## config.mk

```make
export PLATFORM = sky130hd
export DESIGN_NAME = intdiv_sched
export DESIGN_NICKNAME = d
export VERILOG_FILES = /design/src/rtl/intdiv_sched.sv
export SDC_FILE = /design/constraint.sdc
export NUM_CORES = 1
export LEC_CHECK = 0
export ABC_AREA = 1
export CAP_MARGIN = 20
export CORE_MARGIN = 1
export CORE_UTILIZATION = 41
export CTS_CLUSTER_DIAMETER = 50
export DETAILED_ROUTE_END_ITERATION = 8
export GPL_TIMING_DRIVEN = 0
export PLACE_DENSITY = 0.8
export SKIP_CTS_REPAIR_TIMING = 1
export SYNTH_ARGS = -nofsm -noshare
export SYNTH_HDL_FRONTEND = slang
export SYNTH_SLANG_ARGS = --single-unit
```

## constraint.sdc

```tcl
create_clock -name clock -period 1.17 [get_ports clock]
set_input_delay 0.117 -clock clock [delete_from_list [all_inputs] [get_ports clock]]
set_output_delay 0.117 -clock clock [all_outputs]
set_load 0.005 [all_outputs]
```

## src/rtl/intdiv_sched.sv

```systemverilog
// Round-robin scheduler sharing one pipelined signed divider among NREQ requesters.
// A tag pipeline matched to the divider latency steers each result to its response slot.
module intdiv_sched #(
    parameter int unsigned N       = 4,
    parameter int unsigned NREQ    = 2,
    parameter int unsigned LATENCY = 4,
    parameter int unsigned IDW     = (NREQ > 1) ? $clog2(NREQ) : 1
) (
    input  logic              clock,
    input  logic              reset_n,
    input  logic [NREQ-1:0]   req_valid,
    output logic [NREQ-1:0]   req_ready,
    input  logic [NREQ*N-1:0] req_x,
    input  logic [NREQ*N-1:0] req_y,
    output logic [NREQ-1:0]   rsp_valid,
    input  logic [NREQ-1:0]   rsp_ready,
    output logic [NREQ*N-1:0] rsp_z,
    output logic [NREQ*N-1:0] rsp_r,
    output logic [NREQ-1:0]   rsp_dz,
    output logic [N-1:0]      div_x,
    output logic [N-1:0]      div_y,
    input  logic [N-1:0]      div_z,
    input  logic [N-1:0]      div_r,
    output logic              busy
);

    typedef struct packed {
        logic           vld;
        logic [IDW-1:0] id;
        logic           dz;
        logic [N-1:0]   x;
    } tag_t;

    logic [NREQ-1:0]   pending_q, pending_d;
    logic [NREQ-1:0]   rsp_valid_q, rsp_valid_d;
    logic [NREQ-1:0]   rsp_dz_q, rsp_dz_d;
    logic [NREQ*N-1:0] rsp_z_q, rsp_z_d;
    logic [NREQ*N-1:0] rsp_r_q, rsp_r_d;
    logic [IDW-1:0]    ptr_q, ptr_d;
    tag_t              tag_q [LATENCY];
    tag_t              tag_d [LATENCY];

    logic [NREQ-1:0]   eligible;
    logic              grant_vld;
    logic [IDW-1:0]    grant_id;
    tag_t              tail;

    // Round-robin scan starting at the pointer, wrapping at NREQ.
    always_comb begin
        int unsigned    idx;
        logic [IDW-1:0] cand;
        eligible  = req_valid & ~pending_q & ~rsp_valid_q;
        grant_vld = 1'b0;
        grant_id  = '0;
        idx       = 0;
        cand      = '0;
        for (int unsigned k = 0; k < NREQ; k++) begin
            idx = 32'(ptr_q) + k;
            if (idx >= NREQ) begin
                idx = idx - NREQ;
            end
            cand = IDW'(idx);
            if (!grant_vld && eligible[cand]) begin
                grant_vld = 1'b1;
                grant_id  = cand;
            end
        end
    end

    always_comb begin
        req_ready = '0;
        div_x     = '0;
        div_y     = '0;
        if (grant_vld) begin
            req_ready[grant_id] = 1'b1;
            div_x = req_x[32'(grant_id)*N +: N];
            div_y = req_y[32'(grant_id)*N +: N];
        end
    end

    assign tail = tag_q[LATENCY-1];

    always_comb begin
        pending_d   = pending_q;
        rsp_valid_d = rsp_valid_q & ~rsp_ready;
        rsp_dz_d    = rsp_dz_q & ~(rsp_valid_q & rsp_ready);
        rsp_z_d     = rsp_z_q;
        rsp_r_d     = rsp_r_q;
        ptr_d       = ptr_q;

        if (tail.vld) begin
            rsp_valid_d[tail.id] = 1'b1;
            pending_d[tail.id]   = 1'b0;
            if (tail.dz) begin
                // Divider output is meaningless for y==0; report -1 and the dividend.
                rsp_z_d[32'(tail.id)*N +: N] = {N{1'b1}};
                rsp_r_d[32'(tail.id)*N +: N] = tail.x;
                rsp_dz_d[tail.id]            = 1'b1;
            end else begin
                rsp_z_d[32'(tail.id)*N +: N] = div_z;
                rsp_r_d[32'(tail.id)*N +: N] = div_r;
                rsp_dz_d[tail.id]            = 1'b0;
            end
        end

        if (grant_vld) begin
            pending_d[grant_id] = 1'b1;
            if (32'(grant_id) == NREQ - 1) begin
                ptr_d = '0;
            end else begin
                ptr_d = grant_id + IDW'(1);
            end
        end

        tag_d[0].vld = grant_vld;
        tag_d[0].id  = grant_id;
        tag_d[0].dz  = grant_vld && (div_y == '0);
        tag_d[0].x   = div_x;
        for (int unsigned i = 1; i < LATENCY; i++) begin
            tag_d[i] = tag_q[i-1];
        end
    end

    always_ff @(posedge clock or negedge reset_n) begin
        if (!reset_n) begin
            pending_q   <= '0;
            rsp_valid_q <= '0;
            rsp_dz_q    <= '0;
            rsp_z_q     <= '0;
            rsp_r_q     <= '0;
            ptr_q       <= '0;
            for (int unsigned i = 0; i < LATENCY; i++) begin
                tag_q[i] <= '0;
            end
        end else begin
            pending_q   <= pending_d;
            rsp_valid_q <= rsp_valid_d;
            rsp_dz_q    <= rsp_dz_d;
            rsp_z_q     <= rsp_z_d;
            rsp_r_q     <= rsp_r_d;
            ptr_q       <= ptr_d;
            for (int unsigned i = 0; i < LATENCY; i++) begin
                tag_q[i] <= tag_d[i];
            end
        end
    end

    always_comb begin
        busy = (|pending_q) | (|rsp_valid_q);
        for (int unsigned i = 0; i < LATENCY; i++) begin
            busy = busy | tag_q[i].vld;
        end
    end

    assign rsp_valid = rsp_valid_q;
    assign rsp_dz    = rsp_dz_q;
    assign rsp_z     = rsp_z_q;
    assign rsp_r     = rsp_r_q;

endmodule

```

==> flow_metrics.tcl, run 1 <==
set metrics [dict create \
    hold_class "in2async" \
    tritoncts "built" \
    required_ns 1.05 \
    dieWidth_um 70.5 \
    synth_ff_type "dfrtp_1" \
    maxCapViolations 0 \
    remaining_drc_errors 12 \
    ir_drop_uv 720 \
    fin_nets 311 \
    drtAntennaViolNets 0 \
    drive_gt1_share_pct 34.2 \
    gr-total-overflow 0 \
    initial_utilization_pct 43.3 \
    synthCells 182 \
    cts_buffers 5 \
    final.setup.worst_slack_ns -0.641 \
    r2r_setup_slack_ns -0.33 \
    syn_nets 212 \
    vias 1544 \
    die_h_um 70.5 \
    p_per_area_nw_per_um2 942 \
    fillers 330 \
    final_util_pct 69.4 \
    timing.rr.end "tag_d[18]" \
    io_buffers 60 \
    place_congestion 0.743 \
    path_class "reg2out" \
    avgSynthCellArea_um2 10.6 \
    period_minus_slack_ns 1.81 \
    yosysTopAreaCell "dfrtp_1" \
    end_kind "output pin" \
    ys_top_cells_by_count "59 x nand2_1, 51 x dfrtp_1, 13 x inv_1" \
    grt_setup_unrepaired "true" \
    grt_max_degree 35 \
    h-tree-depth 2 \
    vias_per_cell 4.64 \
    die-area_um2 4970 \
    skew_ns 0.00947 \
    synth_seq_cells 51 \
    synth.distinct_cells 21 \
    grt_first_pass_wirelength_um 6180 \
    synth_area_leaders "dfrtp_1 66%, nand2_1 12%, a31oi_1 2.6%, inv_1 2.5%, buf_4 2.3%" \
    grt_pass1_vias 1395 \
    synth_enable_flop_cells 0 \
    clkTransAtPathRegs_ns 0.09 \
    dp_slack_ns -0.873 \
    finalHoldViolations 0 \
    crit_path_start "rsp_valid[0]" \
    cts_buffer_depth 2 \
    n_antenna_cell 0 \
    netlist_area_um2 1920 \
    dp_hpwl_um 2720 \
    period_share_pct 155 \
    antenna_found_initial 0 \
    worstSetupStartpointType "register" \
    tightest_slew_ns 0.447 \
    max_freq_ghz 0.552 \
    async_flop_share_pct 100 \
    routed_wl_um 4270 \
    yosysSeqAreaShare_pct 66.4 \
    grtUsageTotal_pct 16.3 \
    reg2reg_depth 10 \
    yosysTopAreaCellShare_pct 66.4 \
    ys.warnings.count 0 \
    rows 24 \
    cts_num_sinks 51 \
    worstPathArrival_ns 1.69 \
    violations "DRC, setup timing" \
    outcome "finished, violations left" \
    power_leakage_uw 0.00158 \
    routedWlPerCell_um 12.8 \
    ios 61 \
    synthMostInstantiatedCell "nand2_1" \
    cts_root_buf "clkbuf_8" \
    slew-limit-headroom_pct 70.2 \
    area_growth_pct 60.4 \
    finalSetupViolCount 17 \
    core-area_um2 4440 \
    crit_end "div_x[1]" \
    clock_latency_ns 0.30 \
    power_uw 2910 \
    fin_tns_setup_ns -6.53 \
    firstDrtPassIters 7 \
    postPlaceCellArea_um2 2600 \
    drtIter0Drc 69 \
    drv_slew 0 \
    critPathMaxFanout 4 \
    stdcell_area_um2 3080 \
    r2r-start "rsp_valid[0]" \
]
-- critical path, stage by stage (launching register included) --
cell	delay [ns]
dfrtp_1	0.43
nor2_4	0.19
nand3_4	0.14
nand2_8	0.12
nand2_4	0.06
inv_4	0.07
buf_6	0.10
nand2_4	0.04
nand2_4	0.07
buf_6	0.09
buf_6	0.08
-- cell families (layout without fill, tap and decap cells) --
family | count (synthesis) | in the layout | share of synthesized area, %
buffers and inverters | 23 | 122 | 5.73
AO/OA/AOI/OAI | 15 | 15 | 4.42
flip-flops | 51 | 51 | 66.4
AND/OR/NAND/NOR | 93 | 93 | 23.5
-- worst min-delay path by stage --
| stage | cells past startpoint | to | startpoint |
|---|---|---|---|
| 2_1_floorplan | 0 | pending_q[0] | reset_n |
| 3_3_place_gp | 0 | tag_q[3] | tag_d[3] |
| 3_5_place_dp | 1 | rsp_r[4] | reset_n |
| 4_1_cts | 1 | rsp_r[4] | reset_n |
| 5_1_grt | 2 | rsp_r[4] | reset_n |
| 6_report | 2 | rsp_r[4] | reset_n |
-- power breakdown --
group	switching (µW)	internal, µW	total (µW)
Clock	537	409	946
Combinational	74.6	116	191
Sequential	2.53	1770	1770
-- cell usage in the layout (no fill, tap or decap), types with 2 or more instances in the layout --
| cell type | netlist | layout |
|---|---|---|
| nand2_1 | 59 | 50 |
| dfrtp_1 | 51 | 50 |
| clkdlybuf4s50_1 | 0 | 28 |
| buf_4 | 6 | 26 |
| dlymetal6s2s_1 | 0 | 22 |
| buf_6 | 0 | 15 |
| nand2_2 | 5 | 9 |
| a31oi_1 | 8 | 8 |
| nand2_4 | 3 | 7 |
| inv_2 | 2 | 7 |
| inv_1 | 13 | 7 |
| nor2_1 | 8 | 7 |
| o21ai_0 | 6 | 5 |
| clkbuf_8 | 0 | 5 |
| or2_2 | 4 | 4 |
| clkbuf_2 | 0 | 4 |
| nand3_1 | 6 | 3 |
| nand3_2 | 0 | 3 |
| nor2_2 | 3 | 3 |
| clkinv_2 | 1 | 2 |
| nor2_4 | 1 | 2 |
| buf_2 | 0 | 2 |
-- layer usage --
metal / wire length [µm] / up-vias / part of all wire [%] / global-route usage, %
met5: 0 / - / 0 / 0
met4: 34 / 0 / 0.80 / 4.99
met3: 336 / 4 / 7.9 / 6.20
met2: 2180 / 65 / 51 / 28.0
met1: 1710 / 719 / 40 / 18.9
li1: - / 756 / - / -
-- sequential cells by signal, summed over array words and instances (netlist names) --
register and flops:
pending_q 2, ptr_q 1, rsp_dz 2, rsp_r 8, rsp_valid 2, rsp_z 8
tag_d 21, tag_q 7
-- stage by stage --
stage	hold slack (ns)	std cells
floorplan	-0.179	182
global placement	0.332	294
detailed placement	0.0811	295
CTS	-0.251	302
global route	0.300	333
finish	0.290	333
-- cell type report --
cell class	instances	area, µm²	area share [%]
Tap cell	52	65.1	2.11
Multi-Input combinational cell	108	616	20.0
Clock buffer	5	68.8	2.23
Clock inverter	2	13.8	0.446
Sequential cell	51	1280	41.4
Buffer	6	52.6	1.70
Inverter	16	63.8	2.07
Timing Repair Buffer	93	927	30.1
(Power assumes the default switching activity.)
==> run 2, diff against run 1 <==
--- a/config.mk
+++ b/config.mk
@@ -7,13 +7,13 @@
 export LEC_CHECK = 0
 export ABC_AREA = 1
 export CAP_MARGIN = 20
-export CORE_MARGIN = 1
+export CORE_MARGIN = 2
 export CORE_UTILIZATION = 41
 export CTS_CLUSTER_DIAMETER = 50
 export DETAILED_ROUTE_END_ITERATION = 8
 export GPL_TIMING_DRIVEN = 0
 export PLACE_DENSITY = 0.8
-export SKIP_CTS_REPAIR_TIMING = 1
+export SLEW_MARGIN = 15
 export SYNTH_ARGS = -nofsm -noshare
 export SYNTH_HDL_FRONTEND = slang
 export SYNTH_SLANG_ARGS = --single-unit
==> run 2 against run 1 <==
Effect of this change: the flow finishes with violations (setup timing); non-clock buffer count rose by 25; first-iteration DRC count increased by 51%; sequential power barely moved; die area up 5.8%; largest cell class unchanged.
==> flow_metrics.tcl, run 2 (synthesis results as in run 1) <==
set metrics [dict create \
    power_leakage_uw 0.00166 \
    io_buffers 60 \
    firstDrtPassIters 7 \
    grtUsageTotal_pct 18.5 \
    cts_root_buf "clkbuf_8" \
    timing.rr.end "tag_d[14]" \
    cp_common_cell "buf_6" \
    dieWidth_um 72.5 \
    core-area_um2 4440 \
    grt_setup_unrepaired "true" \
    h-tree-depth 2 \
    slew-limit-headroom_pct 73.7 \
    cts_buffer_depth 2 \
    area_growth_pct 80.0 \
    die-area_um2 5250 \
    rows 24 \
    period_minus_slack_ns 1.82 \
    grt_first_pass_wirelength_um 7330 \
    critPathMaxFanout 3 \
    finalHoldViolations 0 \
    max_freq_ghz 0.550 \
    clock_latency_ns 0.31 \
    maxCapViolations 0 \
    r2r_setup_slack_ns -0.55 \
    finalSetupViolCount 38 \
    critPathMaxStageDelay_ns 0.42 \
    tightest_slew_ns 0.395 \
    ios 61 \
    worstSetupStartpointType "register" \
    power_uw 3000 \
    reg2reg_depth 14 \
    clkTransAtPathRegs_ns 0.10 \
    drtAntennaViolNets 0 \
    outcome "finished, violations left" \
    fillers 283 \
    largest_reg_flops 21 \
    cts_buffers 5 \
    n_antenna_cell 0 \
    place_congestion 0.819 \
    cts_num_sinks 51 \
    worstPathArrival_ns 1.70 \
    final.setup.worst_slack_ns -0.648 \
    path_cells "nor2_4, buf_6, nand2_4, nand2_4, nand2_4, inv_4, buf_6, nand2_2, nand2_2, buf_6, buf_6" \
    grt_pass1_vias 1647 \
    required_ns 1.05 \
    r2r-start "rsp_valid[0]" \
    routedWlPerCell_um 15.0 \
    path_class "reg2out" \
    dp_hpwl_um 2780 \
    fin_nets 336 \
    mostFrequentLayoutCells "50 x dfrtp_1, 41 x buf_6, 31 x nand2_1, 28 x clkdlybuf4s50_1, 27 x buf_4" \
    ir_drop_uv 519 \
    final_common_cell "dfrtp_1" \
    antenna_found_initial 0 \
    end_kind "output pin" \
    gr-total-overflow 0 \
    tritoncts "built" \
    dp_slack_ns -0.841 \
    violations "setup timing" \
    slowest_stage "dfrtp_1" \
    drive_gt1_share_pct 50.5 \
    initial_utilization_pct 43.3 \
    remaining_drc_errors 0 \
    grt_max_degree 36 \
    p_per_area_nw_per_um2 867 \
    vias_per_cell 4.89 \
    vias 1757 \
    hold_class "in2async" \
    routed_wl_um 5390 \
    skew_ns 0.0127 \
    final_util_pct 77.9 \
    drtIter0Drc 104 \
    die_h_um 72.5 \
    period_share_pct 155 \
    drv_slew 0 \
]
run 2: how the worst max path moves through the flow:
stage / start / to / slack (ns)
after floorplan: rsp_valid[0] / div_x[0] / -0.06
after global placement: reset_n / ptr_q / -1.38
after detailed placement: req_valid[1] / div_x[0] / -0.84
after CTS: rsp_valid[0] / div_x[2] / -0.60
after global routing: pending_q[0] / div_x[1] / -0.75
final: pending_q[0] / div_x[1] / -0.65
run 2: per-layer routing:
metal  part of all wire (%)  up-vias  GRT usage, %
li1                       -      822             -
met1                     37      842          23.3
met2                     55       82          30.6
met3                    6.2       11          4.44
met4                    1.7        0          8.23
met5                      0        -             0
run 2: timing repair:
action / 4_1_cts / 5_1_grt
endpoints found under the setup margin: 43 / 38
hold buffers: 1 / 0
gates cloned: 0 / 2
hold endpoints to repair: 16 / 0
pin swaps: 13 / 27
gates resized for setup: 100 / 81
buffers inserted: 46 / 16
run 2: through the flow:
step           setup TNS, ns  instance area (µm²)  std cells  hold slack [ns]
4_1_cts                -7.04                 3070        343            0.263
3_3_place_gp          -77.86                 2590        294            0.332
6_report               -8.69                 3460        359            0.246
2_1_floorplan         -0.240                 1920        182           -0.179
5_1_grt               -11.04                 3460        359            0.284
3_5_place_dp           -8.23                 2600        295           0.0653
run 2: worst max-delay path: cells and delay by family, from the launching register on:
kind | cells | cell delay, ns
AND/OR/NAND/NOR | 6 | 0.50
buffers and inverters | 5 | 0.46
flip-flops | 1 | 0.42
run 2: where the power goes:
part / internal [µW] / switching [µW] / leakage [µW]
Clock: 431 / 603 / 0.0000454
Combinational: 113 / 82.9 / 0.00101
Sequential: 1770 / 3.44 / 0.000609
Total: 2310 / 690 / 0.00166
run 2: final cells by class:
class	count	area [µm²]	share of cell area, %
Clock buffer	6	72.6	2.10
Sequential cell	51	1280	36.9
Timing Repair Buffer	118	1160	33.4
Inverter	16	78.8	2.28
Buffer	6	67.6	1.95
Clock inverter	2	17.5	0.506
Multi-Input combinational cell	108	724	20.9
Tap cell	52	65.1	1.88
==> run 3, diff against run 2 <==
--- a/config.mk
+++ b/config.mk
@@ -8,11 +8,11 @@
 export ABC_AREA = 1
 export CAP_MARGIN = 20
 export CORE_MARGIN = 2
-export CORE_UTILIZATION = 41
+export CORE_UTILIZATION = 30
 export CTS_CLUSTER_DIAMETER = 50
 export DETAILED_ROUTE_END_ITERATION = 8
 export GPL_TIMING_DRIVEN = 0
-export PLACE_DENSITY = 0.8
+export PLACE_DENSITY = 0.63
 export SLEW_MARGIN = 15
 export SYNTH_ARGS = -nofsm -noshare
 export SYNTH_HDL_FRONTEND = slang
==> run 3 against run 2 <==
Effect of this change: the run still ends with setup timing left; routed wire length decreased by 20%; largest power group unchanged; critical path depth shrank 1; hold slack improved by 0.043 ns; largest cell class unchanged; combinational power is 6% lower.
==> flow_metrics.tcl, run 3 (synthesis results as in run 1) <==
set metrics [dict create \
    drive_gt1_share_pct 43.3 \
    tightest_slew_ns 0.453 \
    final_common_cell "dfrtp_1" \
    critPathMaxFanout 5 \
    dp_slack_ns -0.836 \
    gr-total-overflow 0 \
    power_leakage_uw 0.00149 \
    clock_latency_ns 0.30 \
    tritoncts "built" \
    hold_class "in2async" \
    required_ns 1.05 \
    clkTransAtPathRegs_ns 0.09 \
    vias_per_cell 4.25 \
    core-area_um2 6280 \
    max_freq_ghz 0.582 \
    violations "setup timing" \
    r2r-start "pending_q[1]" \
    final.setup.worst_slack_ns -0.549 \
    io_buffers 60 \
    critPathMaxStageDelay_ns 0.41 \
    seq_area_um2 1280 \
    ios 61 \
    crit_path_start "pending_q[0]" \
    grt_pass1_vias 1580 \
    vias 1555 \
    slowest_stage "dfrtp_1" \
    initial_utilization_pct 30.6 \
    cts_buffer_depth 2 \
    fin_nets 318 \
    fillers 587 \
    drtAntennaViolNets 0 \
    stdcell_area_um2 3230 \
    slew-limit-headroom_pct 69.8 \
    postPlaceCellArea_um2 2640 \
    place_congestion 0.710 \
    drv_slew 0 \
    routed_wl_um 4300 \
    h-tree-depth 2 \
    dp_hpwl_um 2690 \
    grtUsageTotal_pct 12.6 \
    cts_root_buf "clkbuf_8" \
    period_share_pct 147 \
    finalHoldViolations 0 \
    path_cells "nor2_4, nand3_4, nand2_8, nand2_4, inv_4, buf_6, nand2_2, nand2_2, buf_6, buf_6" \
    r2r_setup_slack_ns -0.23 \
    rows 29 \
    area_growth_pct 68.1 \
    cts_buffers 5 \
    end_kind "output pin" \
    grt_max_degree 34 \
    ir_drop_uv 664 \
    firstDrtPassIters 4 \
    path_class "reg2out" \
    antenna_found_initial 0 \
    maxCapViolations 0 \
    grt_first_pass_wirelength_um 7140 \
    power_uw 3190 \
    dieWidth_um 84.1 \
    p_per_area_nw_per_um2 987 \
    grt_setup_unrepaired "true" \
    period_minus_slack_ns 1.72 \
    n_antenna_cell 0 \
    cp_common_cell "buf_6" \
    skew_ns 0.00381 \
    drtIter0Drc 46 \
    multiInputGateArea_um2 662 \
    outcome "finished, violations left" \
    remaining_drc_errors 0 \
    worstPathArrival_ns 1.60 \
    finalSetupViolCount 22 \
    routedWlPerCell_um 11.8 \
    mostFrequentLayoutCells "50 x dfrtp_1, 40 x nand2_1, 30 x buf_6, 28 x clkdlybuf4s50_1, 22 x buf_4" \
    die_h_um 84.1 \
    worstSetupStartpointType "register" \
    cts_num_sinks 51 \
    largest_reg_flops 21 \
    die-area_um2 7070 \
    fin_tns_setup_ns -5.89 \
]
[run 3: cell count changes in the layout (fill, tap and decap cells not counted), moves of 3 or more]
cell / delta
inv_6: +3
nand2_4: -5
nand2_1: +9
nand2_2: -5
buf_6: -11
buf_4: -5
[run 3: timing repair]
action | 4_1_cts | 5_1_grt
pin swaps | 20 | 20
cloned | 0 | 2
buffers inserted | 49 | 6
hold endpoints to repair | 18 | 0
hold buffers | 1 | 0
resized for setup | 102 | 58
setup endpoints to repair | 41 | 39
[run 3: worst paths after layout]
path,cells past startpoint,end
max in group asynchronous,3,pending_q[0]
worst max register to register,11,tag_d[18]
worst min-delay path,2,rsp_r[6]
min in group clock,0,tag_q[3]
worst min register to register,0,tag_q[3]
worst max-delay path,10,div_x[1]
[run 3: layer usage]
metal	GRT usage [%]	up-vias	part of all wire, %
met5	0	-	0
met2	21.9	56	50
met3	4.75	4	7.9
li1	-	780	-
met4	2.20	0	0.91
met1	14.9	715	42
[run 3: worst max-delay path: cells and delay by family (launching register included)]
family / cells / cell delay [ns]
buffers and inverters: 4 / 0.34
DFF: 1 / 0.41
and+or+nand+nor: 6 / 0.56
[run 3: layout make-up]
class	instances	area share, %
repair buffers	100	28.9
flip-flops and latches	51	39.5
clock inverters	3	1.47
well taps	77	2.98
plain buffers	6	2.09
clock buffers	5	2.13
multi-input cells	108	20.5
inverters	16	2.44
[run 3: report_power, final]
part | internal [µW] | total (µW) | leakage (µW) | switching (µW)
logic | 111 | 184 | 0.000824 | 72.7
registers | 1770 | 1770 | 0.000609 | 2.82
clock network | 648 | 1240 | 0.0000587 | 588
[run 3: stage by stage]
step	util, %	hold slack (ns)	cells
after floorplan	-	-0.179	182
final	51.5	0.288	366
after global placement	41.7	0.333	319
after global routing	51.5	0.316	366
after detailed placement	42.0	0.0869	320
after CTS	50.3	0.294	371
==> RTL change 1: new RTL, config.mk and constraints of run 2 <==
Set the parameter `N` to 5 (it was 4).
--- a/src/rtl/intdiv_sched.sv
+++ b/src/rtl/intdiv_sched.sv
@@ -1,7 +1,7 @@
 // Round-robin scheduler sharing one pipelined signed divider among NREQ requesters.
 // A tag pipeline matched to the divider latency steers each result to its response slot.
 module intdiv_sched #(
-    parameter int unsigned N       = 4,
+    parameter int unsigned N       = 5,
     parameter int unsigned NREQ    = 2,
     parameter int unsigned LATENCY = 4,
     parameter int unsigned IDW     = (NREQ > 1) ? $clog2(NREQ) : 1
Interface: changed (8 resized); port bits go from 61 to 73. No check against the original RTL was run, so the function may have changed too.
==> RTL change 1 against run 2 <==
The flow still finishes with violations (setup timing); combinational power is 7% higher; sequential cell count increased by 8; power grew 44%; area after synthesis up 18%; first-iteration DRC count is 38% higher; cell area is 5.5% higher; die area up 17%; routed wire length shrank 0.93%; worst setup slack got worse by 19 ps; critical endpoint unchanged.
==> RTL change 1: results <==
{
  "status": "complete, but fails checks",
  "violations": "setup timing",
  "post_cts_resize_count": 103,
  "finalSetupTns_ps": -7520,
  "synth-seq-area-share_pct": 64.8,
  "io_buffers": 72,
  "slowest_delay_ps": 340,
  "track_usage_pct": 18.2,
  "cts_setup_buffers": 29,
  "multi_input_area_share_pct": 18.9,
  "pwr-share-seq_pct": 47.4,
  "cts_htree_levels": 3,
  "wl_mm": 5.34,
  "worst_slew_pin_slew_ps": 705,
  "p_switching_w": 0.000841,
  "sh_seq_area_pct": 40.5,
  "grt_pass1_wl_mm": 8.51,
  "syn_avg_cell_area_um2": 9.99,
  "dpl.hpwl_mm": 3.33,
  "grt_max_degree": 60,
  "fin_ws_ps": -667,
  "first_pass_iters": 4,
  "powerComb_w": 0.000209,
  "fill_cells": 428,
  "largest_reg_flops": 24,
  "clock_area_share_pct": 6.24,
  "skew_ps": 7.23,
  "r2r-start": "pending_q[0]$_DFF_PN0_",
  "clock_latency_ps": 330,
  "nNonClkBuffers": 113,
  "grt_pass1_vias": 1920,
  "hp-class": "reg2reg",
  "p_leak_nw": 1.83,
  "clkSlewWorstSetupHoldPaths_ps": 60,
  "gp_congestion": 0.897,
  "powerSeq_w": 0.00205,
  "dp_cells": 372,
  "crit_path_max_fanout": 5,
  "crit_family": "buffers and inverters",
  "nClkBuffers": 12,
  "num-multi-input-gates": 125,
  "nets": 379,
  "drive_above_1_share_pct": 29.3,
  "syn_nets": 264,
  "ir_drop_mv": 0.581,
  "layout.nonclk_buf_share_pct": 28.0,
  "nNonClkInverters": 35,
  "cts_buffers": 9,
  "synth_compound_area_share_pct": 7.31,
  "setup-violations-final": 19,
  "r2r_cells": 10,
  "worstSetupStartpoint": "pending_q[1]$_DFF_PN0_",
  "synth.area.top_cells": "dfrtp_1, nand2_1, inv_1",
  "synthTopCellsByCount": "nand2_1, dfrtp_1, inv_1"
}
## RTL change 1: layer usage
metal	global-route usage, %	wire length [um]
met2	30.5	2730
met5	0	0
met4	8.60	104
met1	20.9	2130
met3	6.21	378
## RTL change 1: metrics by stage
| step | hold slack (ps) | instance area [um^2] | setup WS [ps] |
|---|---|---|---|
| floorplan | -179 | 2280 | -117 |
| global placement | 331 | 3090 | -1670 |
| detailed placement | 215 | 3090 | -875 |
| CTS | 349 | 3570 | -696 |
| global route | 352 | 3650 | -747 |
| finish | 347 | 3650 | -667 |
## RTL change 1: worst register-to-register path, cell delays in order (launching register included)
cell     delay, ps
dfrtp_1        400
nor2_4         160
nand3_4        100
nand2_4        100
nand2_4         70
buf_6          130
nor2_4          70
nor2_2          50
buf_4          120
nand2_1         50
nor2_1          40
## RTL change 1: kinds of logic after synthesis
logic type	Yosys count
DFF	59
and+or+nand+nor	98
buffers and inverters	44
AOI/OAI and AO/OA	27
==> RTL change 2: new RTL, settings of run 2 <==
Without the edit above. Register the input `div_z` before use. The logic sees it one clock later. The other inputs are not delayed to match.
--- a/src/rtl/intdiv_sched.sv
+++ b/src/rtl/intdiv_sched.sv
@@ -30,6 +30,12 @@
         logic           dz;
         logic [N-1:0]   x;
     } tag_t;
+
+    logic [N-1:0] div_z_q;
+
+    always_ff @(posedge clock) begin
+        div_z_q <= div_z;
+    end
 
     logic [NREQ-1:0]   pending_q, pending_d;
     logic [NREQ-1:0]   rsp_valid_q, rsp_valid_d;
@@ -97,7 +103,7 @@
                 rsp_r_d[32'(tail.id)*N +: N] = tail.x;
                 rsp_dz_d[tail.id]            = 1'b1;
             end else begin
-                rsp_z_d[32'(tail.id)*N +: N] = div_z;
+                rsp_z_d[32'(tail.id)*N +: N] = div_z_q;
                 rsp_r_d[32'(tail.id)*N +: N] = div_r;
                 rsp_dz_d[tail.id]            = 1'b0;
             end
Formal check against the unedited RTL: not equivalent (a bounded check fails within 10 cycles, from zero or initial values and one cycle with reset_n low).
==> RTL change 2 against run 2 <==
Area after synthesis rose by 4.2%; the flow still finishes with violations (setup timing); routed wire length fell by 13%; final cell count rose by 2.8%; largest power group unchanged; cell area fell by 5.4%; sequential share of layout area rose by 4.5 points; worst setup slack improved by 68 ps; global-route usage fell by 0.16 points; power rose by 3.2%; clock power fell by 4%; sequential cell count rose by 4.
==> RTL change 2: results <==
{
  "syn_nets": 216,
  "fill_cells": 344,
  "drt_first_iter_violations": 87,
  "nets": 331,
  "dp_cells": 314,
  "crit_family": "buffers and inverters",
  "dpl.hpwl_mm": 2.78,
  "synth.area.top_cells": "dfrtp_1, nand2_1, dfxtp_1",
  "setup-violations-final": 19,
  "swShare_pct": 20.8,
  "gp_congestion": 0.760,
  "status": "complete, but fails checks",
  "violations": "setup timing",
  "place_ws_ps": -835,
  "wl_met3_um": 278,
  "syn_inst": 186,
  "drive_above_1_share_pct": 39.4,
  "fin_ws_ps": -580,
  "hp-class": "in2reg",
  "grt_max_degree": 32,
  "grt_pass1_wl_mm": 7.40,
  "crit_path_max_fanout": 5,
  "synth-seq-area-share_pct": 67.7,
  "worstPathArrival_ps": 1630,
  "min_period_over_period_pct": 150,
  "slowest_delay_ps": 380,
  "wl_mm": 4.69,
  "wl_met1_mm": 1.84,
  "slew_headroom_pct": 67.8,
  "skew_ps": 7.52
}
-- RTL change 2: cell types whose count changed after synthesis, sizes merged --
cell,before,now
dfxtp,0,4
-- RTL change 2: layout make-up --
cell class | count | share of cell area, %
inverters | 16 | 1.95
flip-flops and latches | 55 | 41.4
plain buffers | 5 | 1.49
repair buffers | 110 | 30.7
clock buffers | 7 | 2.33
clock inverters | 1 | 0.229
multi-input cells | 108 | 19.3
well taps | 67 | 2.56
-- RTL change 2: power groups by stage --
stage,clock [W],combinational (W),sequential (W)
final,0.000987,0.000194,0.00191
after global routing,0.00111,0.000215,0.00192
after CTS,0.00101,0.000190,0.00191
after detailed placement,0,0.000181,0.00195
after global placement,0,0.000170,0.00195
after floorplan,0,0.0000237,0.00195
-- RTL change 2: worst register-to-register path: cells and delay by family, from the launching register on --
family / cells / cell delay [ps]
DFF: 1 / 380
buffers and inverters: 8 / 850
and+or+nand+nor: 6 / 420
-- RTL change 2: path summary, 6_finish.rpt --
kind,from,end,slack (ps),cells after the start
hold reg to reg,tag_d[2]$_DFF_PN0_,tag_q[2]$_DFF_PN0_,350,0
hold / removal,div_z[2],div_z_q[2]$_DFF_P_,260,1
max in group asynchronous,reset_n,pending_q[1]$_DFF_PN0_,350,3
setup / recovery,pending_q[1]$_DFF_PN0_,div_x[3],-580,12
setup reg to reg,pending_q[1]$_DFF_PN0_,tag_d[17]$_DFF_PN0_,-550,14
min in group asynchronous,reset_n,rsp_r[7]$_DFFE_PN0P_,300,2
-- RTL change 2: cells by family (layout without fill, tap and decap cells) --
group,count (synthesis),count (layout),synth area share (%)
DFF,55,55,67.7
buffers and inverters,23,139,5.50
and+or+nand+nor,93,93,22.5
AOI/OAI and AO/OA,15,15,4.25
-- RTL change 2: per-layer routing --
metal  vias to the layer above  GRT usage (%)
met5                         -              0
met4                         0           5.45
met3                         6           6.17
met2                        55           32.1
met1                       759           21.4
li1                        804              -
-- RTL change 2: repair_timing --
item,CTS,global route
setup endpoints to repair,37,22
buffers inserted,45,8
cloned,0,0
pin swaps,15,13
endpoints found under the hold margin,20,0
gates resized for setup,100,24
hold buffers,1,0
-- RTL change 2: per-stage QoR --
| stage | TNS [ps] | power [W] | hold WS, ps |
|---|---|---|---|
| after floorplan | -240 | 0.00198 | -179 |
| after global placement | -76820 | 0.00212 | 331 |
| after detailed placement | -7800 | 0.00213 | 107 |
| after CTS | -6680 | 0.00312 | 255 |
| after global routing | -8120 | 0.00324 | 244 |
| final | -6790 | 0.00310 | 262 |
